## src/rtl/fetch_stall_controller_pkg.sv

```systemverilog
// fetch_stall_controller_pkg: shared types, opcodes and FSM states for the fetch stage
package fetch_stall_controller_pkg;
  typedef logic clock_t;
  typedef logic bool_t;
  typedef logic bool_reg_t;
  typedef logic [4:0] reg_id_t;
  typedef logic [4:0] reg_id_reg_t;
  typedef enum logic {RUN, HOLD} fetch_state_t;
  localparam logic [6:0] OP_BRANCH = 7'b1100011;
  localparam logic [6:0] OP_JAL = 7'b1101111;
  localparam logic [6:0] OP_JALR = 7'b1100111;
  localparam logic [6:0] OP_STORE = 7'b0100011;
  localparam logic [6:0] OP_LUI = 7'b0110111;
  localparam logic [6:0] OP_AUIPC = 7'b0010111;
  localparam logic [6:0] OP_OP = 7'b0110011;
  localparam logic [6:0] OP_OPIMM = 7'b0010011;
  localparam logic [6:0] OP_LOAD = 7'b0000011;
  localparam logic [31:0] NOP_WORD = 32'h0000_0013;
endpackage

```

## src/rtl/instr_field_decode.sv

```systemverilog
// instr_field_decode: register-id and branch extraction with per-format masking
module instr_field_decode
  import fetch_stall_controller_pkg::*;
(
  input  logic [31:0] instr,
  output logic [4:0]  rs1,
  output logic [4:0]  rs2,
  output logic [4:0]  rd,
  output logic        branch
);
  logic [6:0] op;
  bool_t use_rs1, use_rs2, use_rd;
  logic unused_bits;
  assign op = instr[6:0];
  assign use_rs1 = op inside {OP_JALR, OP_BRANCH, OP_STORE, OP_OP, OP_OPIMM, OP_LOAD};
  assign use_rs2 = op inside {OP_OP, OP_STORE, OP_BRANCH};
  assign use_rd = op inside {OP_JAL, OP_JALR, OP_LUI, OP_AUIPC, OP_OP, OP_OPIMM, OP_LOAD};
  assign branch = op inside {OP_BRANCH, OP_JAL, OP_JALR};
  assign rs1 = use_rs1 ? instr[19:15] : '0;
  assign rs2 = use_rs2 ? instr[24:20] : '0;
  assign rd = use_rd ? instr[11:7] : '0;
  assign unused_bits = ^{instr[31:25], instr[14:12]};
endmodule

```

## src/rtl/fetch_stall_controller.sv

```systemverilog
// fetch_stall_controller: PC/fetch with stall bubbles and redirects; FETCH_PERF_COUNTERS_EN adds counters
module fetch_stall_controller
  import fetch_stall_controller_pkg::*;
#(
  parameter int XLEN = 32,
  parameter logic [XLEN-1:0] RESET_PC = 32'h0000_0000,
  parameter logic [XLEN-1:0] NOP_WORD = 32'h0000_0013
) (
  input  logic            clk,
  input  logic            rst,
  input  logic            stall,
  input  logic            branch_taken,
  input  logic [XLEN-1:0] branch_target,
  input  logic [XLEN-1:0] imem_data,
  output logic [XLEN-1:0] imem_addr,
  output logic            is_stall,
  output logic [4:0]      rs1,
  output logic [4:0]      rs2,
  output logic [4:0]      rd,
  output logic            branch,
  output logic [XLEN-1:0] instr_out,
  output logic [XLEN-1:0] pc_out,
  output logic            instr_valid
`ifdef FETCH_PERF_COUNTERS_EN
  ,
  output logic [31:0]     stall_cycles,
  output logic [31:0]     bubble_count,
  output logic [31:0]     redirect_count
`endif
);
  fetch_state_t state;
  logic [XLEN-1:0] pc;
  logic [4:0] dec_rd;
  logic unused_target;
  instr_field_decode u_decode (
    .instr  (imem_data[31:0]),
    .rs1    (rs1),
    .rs2    (rs2),
    .rd     (dec_rd),
    .branch (branch)
  );
  // a stalled word is not issued, so it must not appear as a writer to the hazard unit
  assign rd = stall ? '0 : dec_rd;
  assign imem_addr = pc;
  assign is_stall = state == HOLD;
  assign unused_target = ^branch_target[1:0];
  always_ff @(posedge clk) begin
    if (rst) begin
      state <= RUN;
      pc <= RESET_PC;
      pc_out <= RESET_PC;
      instr_out <= NOP_WORD;
      instr_valid <= 1'b0;
    end else if (branch_taken) begin
      state <= RUN;
      pc <= {branch_target[XLEN-1:2], 2'b00};
      instr_out <= NOP_WORD;
      instr_valid <= 1'b0;
    end else if (stall) begin
      state <= HOLD;
      instr_out <= NOP_WORD;
      instr_valid <= 1'b0;
    end else begin
      state <= RUN;
      pc <= pc + XLEN'(4);
      pc_out <= pc;
      instr_out <= imem_data;
      instr_valid <= 1'b1;
    end
  end
`ifdef FETCH_PERF_COUNTERS_EN
  always_ff @(posedge clk) begin
    if (rst) begin
      stall_cycles <= '0;
      bubble_count <= '0;
      redirect_count <= '0;
    end else begin
      if (stall && !branch_taken && stall_cycles != '1) stall_cycles <= stall_cycles + 32'd1;
      if ((stall || branch_taken) && bubble_count != '1) bubble_count <= bubble_count + 32'd1;
      if (branch_taken && redirect_count != '1) redirect_count <= redirect_count + 32'd1;
    end
  end
`endif
endmodule

```

## config.mk

```make
export PLATFORM = sky130hd
export DESIGN_NAME = fetch_stall_controller
export DESIGN_NICKNAME = d
export VERILOG_FILES = /design/src/rtl/fetch_stall_controller_pkg.sv /design/src/rtl/instr_field_decode.sv /design/src/rtl/fetch_stall_controller.sv
export SDC_FILE = /design/constraint.sdc
export NUM_CORES = 1
export LEC_CHECK = 0
export ABC_AREA = 1
export BUFFER_PORTS_ARGS = -buffer_cell sky130_fd_sc_hd__clkbuf_2
export CORE_ASPECT_RATIO = 1.2
export CORE_MARGIN = 1.5
export CORE_UTILIZATION = 45
export DETAILED_ROUTE_END_ITERATION = 12
export PLACE_DENSITY = 0.86
export SYNTH_ARGS = -nofsm -noshare
export SYNTH_HDL_FRONTEND = slang
export SYNTH_SLANG_ARGS = --single-unit
```

## constraint.sdc

```tcl
create_clock -name clk -period 1.73 [get_ports clk]
set_input_delay 0.346 -clock clk [delete_from_list [all_inputs] [get_ports clk]]
set_output_delay 0.346 -clock clk [all_outputs]
set_load 0.05 [all_outputs]
```

## Word level (Yosys, flattened, before mapping)

Cells that the tools add are included.

| word-level totals | value |
|---|---|
| register bits after elaboration | 98 |
| bits in latches | 0 |
| memory bits (writable) | 0 |
| bits in read-only memories | 0 |
| bits of input ports | 68 |
| output and inout bits | 114 |
| word-level logic and storage cells | 34 |
| memories kept | 0 |

| operators by class | value |
|---|---|
| add/sub/neg operators | 1 |
| $mul | 0 |
| div/mod/pow operators | 0 |
| $lt $le $gt $ge | 0 |
| equal/unequal tests | 10 |
| shift-type cells | 0 |
| mux-type cells | 8 |
| bitwise logic cells | 2 |
| reductions and logical operators | 7 |

Operator list:

| cell | number |
|---|---|
| 32-bit 2-to-1 mux | 2 |
| 32-bit by 3-bit adder with 32-bit output (second input constant) | 1 |
| 7-bit by 6-bit equality test with 1-bit output (second input constant) | 3 |
| 7-bit equality test (second input constant) | 3 |
| 5-bit 2-to-1 mux | 4 |
| 7-bit by 5-bit equality test with 1-bit output (second input constant) | 2 |
| 7-bit by 2-bit equality test with 1-bit output (second input constant) | 1 |
| 7-bit nonzero test | 1 |
| 3-bit nonzero test | 2 |
| 6-bit nonzero test | 1 |
| 3-bit OR reduction | 1 |
| 1-bit 2-to-1 mux | 2 |
| 2-bit by 1-bit inequality test with 1-bit output (second input constant) | 1 |
| 1-bit inverter | 2 |
| 2-bit AND reduction | 1 |
| 2-bit OR reduction | 1 |

## Logic depth before layout (Yosys ltp)

| logic depth | value |
|---|---|
| depth in word-level cells | 4 |
| gate-level depth with buffers | 10 |
| depth with buffers taken out | 10 |

## Cells and area by module

A second synthesis with hierarchy kept.

| unflattened totals | value |
|---|---|
| cells, all modules | 676 |
| area, all modules | 4451.8 µm² |

Modules (own cells, without submodules):

| module | instances | cells each | area an instance (µm²) | sequential area each (µm²) |
|---|---|---|---|---|
| fetch_stall_controller | 1 | 621 | 4202.8 | 1881.8 |
| instr_field_decode | 1 | 55 | 249.0 | 0.0 |

## Least setup slack after synthesis

Ideal clock, no wire load.

| timing path | value |
|---|---|
| kind | input to output |
| from | input imem_data[5] |
| to | output rd[0] |
| data arrival time | 1586 ps |
| data required time | 1384 ps |
| path slack | -202 ps |
| stages | 6 |
| buffers on the path | 0 |
| path through | inv_1 > nor3_1 > nand2_1 > o21ai_0 > o21ai_0 > nor2_1 |

| on the way | value |
|---|---|
| longest elaborated chain between the ends | 4 |
| elaborated cells on any way between the ends | 10 |
| classes of those cells | 7 x eq/ne; 2 x mux; 1 x reduce/logical |

RTL lines:

| what | line | text |
|---|---|---|
| start, declared | fetch_stall_controller.sv:14 | `input logic [XLEN-1:0] imem_data,` |
| 7-bit equality test, or another cell as far along | instr_field_decode.sv:17 | `assign use_rd = op inside {OP_JAL, OP_JALR, OP_LUI, OP_AUIPC, OP_OP, OP_OPIMM, OP_LOAD};` |
| 7-bit nonzero test * | instr_field_decode.sv:17 |  |
| 5-bit 2-to-1 mux * | instr_field_decode.sv:21 | `assign rd = use_rd ? instr[11:7] : '0;` |
| 5-bit 2-to-1 mux * | fetch_stall_controller.sv:43 | `assign rd = stall ? '0 : dec_rd;` |
| end, declared | fetch_stall_controller.sv:19 | `output logic [4:0] rd,` |

Mark *: on every way between the ends. The rest lies on a longest branch, timed or not.

## Worst setup path after layout

| timing path | value |
|---|---|
| from | input imem_data[5] |
| to | output rs1[2] |

| on the way | value |
|---|---|
| longest elaborated chain between the ends | 3 |
| elaborated cells on any way between the ends | 8 |
| classes of those cells | 6 x eq/ne; 1 x mux; 1 x reduce/logical |

RTL lines:

| what | line | text |
|---|---|---|
| 7-bit equality test, or another cell as far along | instr_field_decode.sv:15 | `assign use_rs1 = op inside {OP_JALR, OP_BRANCH, OP_STORE, OP_OP, OP_OPIMM, OP_LOAD};` |
| 6-bit nonzero test * | instr_field_decode.sv:15 |  |
| 5-bit 2-to-1 mux * | instr_field_decode.sv:19 | `assign rs1 = use_rs1 ? instr[19:15] : '0;` |
| end, declared | fetch_stall_controller.sv:17 | `output logic [4:0] rs1,` |

Marked as above.

==> results.md <==
- Synth Area per Inst: 6.64 um^2
- Period utilization: 100%
- Number of max-cap violations: 0
- Number of antenna violations at the first check in global routing: 0
- 1st-iter DRT viols: between 200 and 250
- Filler cell count: 825
- Worst r2r src: imem_addr[3]
- Hpwl dp: approximately 9900 um
- Peak supply drop: 0.569 mV
- Crit-path max cell delay: roughly 0.21 ns
- Mapped cell area: roughly 4300 um^2
- Final min period: 1.73 ns
- CP Buf/Inv Count: 3
- Final core occ: 64.6%
- Commonest non-fill, non-tap cell in the layout: clkbuf_2
- Clock Sink Count: 94
- FF+latch count, synth: between 90 and 100
- Via count: 4868
- CP Capture Type: primary output
- Die height: 110 um
- Max FO, Critical Path: 5
- Hold WC Path Type: in -> reg
- Clock Tree Buf Depth: 2
- Routed WL: 13700 um
- Hold_sp: imem_data[26]
- Drt first pass iters: 5
- Synth Warn #: 0
- Core outline area: 9420 um^2
- Final Non-Filler Cells: 974
- CP Launch Type: primary input
- Area occupied by registers: 1880 um^2
- Status: complete, no violations
- Cell variety after synth: 32
- I/O pin count: around 180
- Largest net degree at the start of global routing: 44
- Cells along the critical path: buf_6 > inv_2 > nor3_4 > nand2_2 > o21ai_2 > nor2_4 > nor2_2 > buf_4
- Hold Path Stages: 3
- Rows: 39
- First-pass GRT wire length: just over 20000 um
- Worst Path Required: 1.38 ns
- Reg clk slew, reported paths: 0.06 ns
- Most frequent cells in the layout: 156 x clkbuf_2, 128 x nand2_1, 126 x nor2_1
- CTS tree: done
- Gpl congestion: 0.900
- Setup-failing EPs final: 0
- Worst path arrival time: about 1.4 ns
- # DRC: 0
- Area occupied by multi-input gates: 2080 um^2
- Reg-to-reg endpoint: imem_addr[28]
- Die X: around 90 um
- Total chip power: 5.47 mW
- Number of global-route vias before repair: 4545
- Buffers added on ports: 175
- P per Cell Area: 900 nW/um^2
- Leak: 3.20 nW
- Diodes inserted: 0
- Layout Nets: 916
- Later-pin clock latency in the skew report: 0.34 ns
- Peak Freq: 578 MHz
- Post-Place Cells: 958
- R2R Setup Slk: 0.12 ns
- Grt total ovfl: 0
- H-tree levels: 3
- WL/cell: 14.1 um
- Vias/cell: 5.00
- Final antenna-violating net count: 0
- Share of layout cells above drive strength 1: 32.2%
- Die area: 10200 um^2
- Num CTS Buffers: 9
- Critical-path top delay cell: nor3_4
- # hold bufs at CTS: 0
- Slew Viols, Final: 0
- Mapped Cells: 651
- Clk root buf: clkbuf_16
- CP delay by family, top: simple AND/OR/NAND/NOR gates
- Crit Path Category: in -> out
- R2r worst-path depth: 10
- Setup Skew: 0.00436 ns
- Total GRT Usage: 26.2%
- Area Overhead vs Synth: 40.7%
- Initial core utilization: 45.9%
- Sequential cell area fraction in the yosys report: between 40 and 50%
- WHS Endpoint: instr_out[26]
- Hold Vio Cnt, Final: 0
final cells by class:
type	count	area share [%]
multi-input cells	433	34.2
flip-flops and latches	94	31.0
repair buffers	208	20.9
inverters	101	6.23
clock buffers	9	3.70
well taps	123	2.53
clock inverters	6	1.44
worst max path at each step:
stage | from | to | slack, ns | cells after the start
finish | imem_data[5] | rs1[2] | 0.00008 | 8
global route | imem_data[1] | rs2[1] | -0.04 | 9
CTS | imem_data[1] | rd[1] | -0.04 | 9
detailed placement | imem_data[4] | rs1[4] | -0.21 | 9
global placement | imem_data[0] | rd[1] | -0.15 | 9
floorplan | imem_data[5] | rd[0] | -0.20 | 6
cell families after synthesis:
family / after synthesis / share of synthesized area [%]
and+or+nand+nor: 355 / 34.5
buffers and inverters: 127 / 12.0
DFF: 94 / 43.5
AOI/OAI and AO/OA: 73 / 9.53
adders and majority gates: 1 / 0.289
other: 1 / 0.0868
repair_timing:
action	in CTS	in global routing
resized for setup	37	49
endpoints found under the setup margin	10	22
pin swaps	5	8
buffers inserted	0	1
state kept, by name, summed over array words and instances, names as in the netlist:
register,flops
imem_addr,30
is_stall,1
instr_valid,1
instr_out,32
pc_out,30
synth_stat cells, drive strengths merged:
cell type / n / share of area, %
o211a: 3 / 0.69
clkbuf: 9 / 0.78
a21boi: 1 / 0.17
a22o: 3 / 0.61
nand4: 9 / 1.3
nand3: 48 / 5.7
inv: 101 / 8.8
a31oi: 2 / 0.29
buf: 17 / 2.5
o211ai: 4 / 0.69
ha: 1 / 0.29
a22oi: 2 / 0.35
a21oi: 9 / 1.0
nor2: 151 / 14
nor4: 1 / 0.14
or2: 4 / 0.58
nand2: 134 / 12
conb: 1 / 0.087
o21ai: 49 / 5.7
dfxtp: 94 / 44
nor3: 6 / 0.69
nand3b: 2 / 0.35
report_power, final:
part / internal (mW) / leakage, nW / switching, mW
combinational: 0.286 / 2.28 / 0.753
sequential: 2.27 / 0.772 / 0.0845
clock: 1.25 / 0.144 / 0.824
worst min-delay path, cell delays in order:
cell	delay [ns]
clkbuf_2	0.08
inv_1	0.04
nor2_1	0.04
metal layers:
layer  part of all wire, %  track usage (%)  vias to the layer above
met5                     0                0                        -
met1                    37             27.9                     2171
met2                    49             46.8                      258
li1                      -                -                     2404
met3                    10             7.20                       35
met4                   3.3             14.3                        0
through the flow:
| step | cell area (um^2) | setup TNS [ns] | hold slack [ns] | worst slack, ns |
|---|---|---|---|---|
| 3_3_place_gp | 5500 | -1.38 | 0.453 | -0.147 |
| 2_1_floorplan | 4340 | -1.44 | 0.431 | -0.202 |
| 3_5_place_dp | 5500 | -1.78 | 0.459 | -0.214 |
| 6_report | 6080 | 0 | 0.199 | 0.0000778 |
| 5_1_grt | 6080 | -0.342 | 0.197 | -0.0371 |
| 4_1_cts | 5940 | -0.181 | 0.194 | -0.0392 |
(Power assumes the default switching activity.)
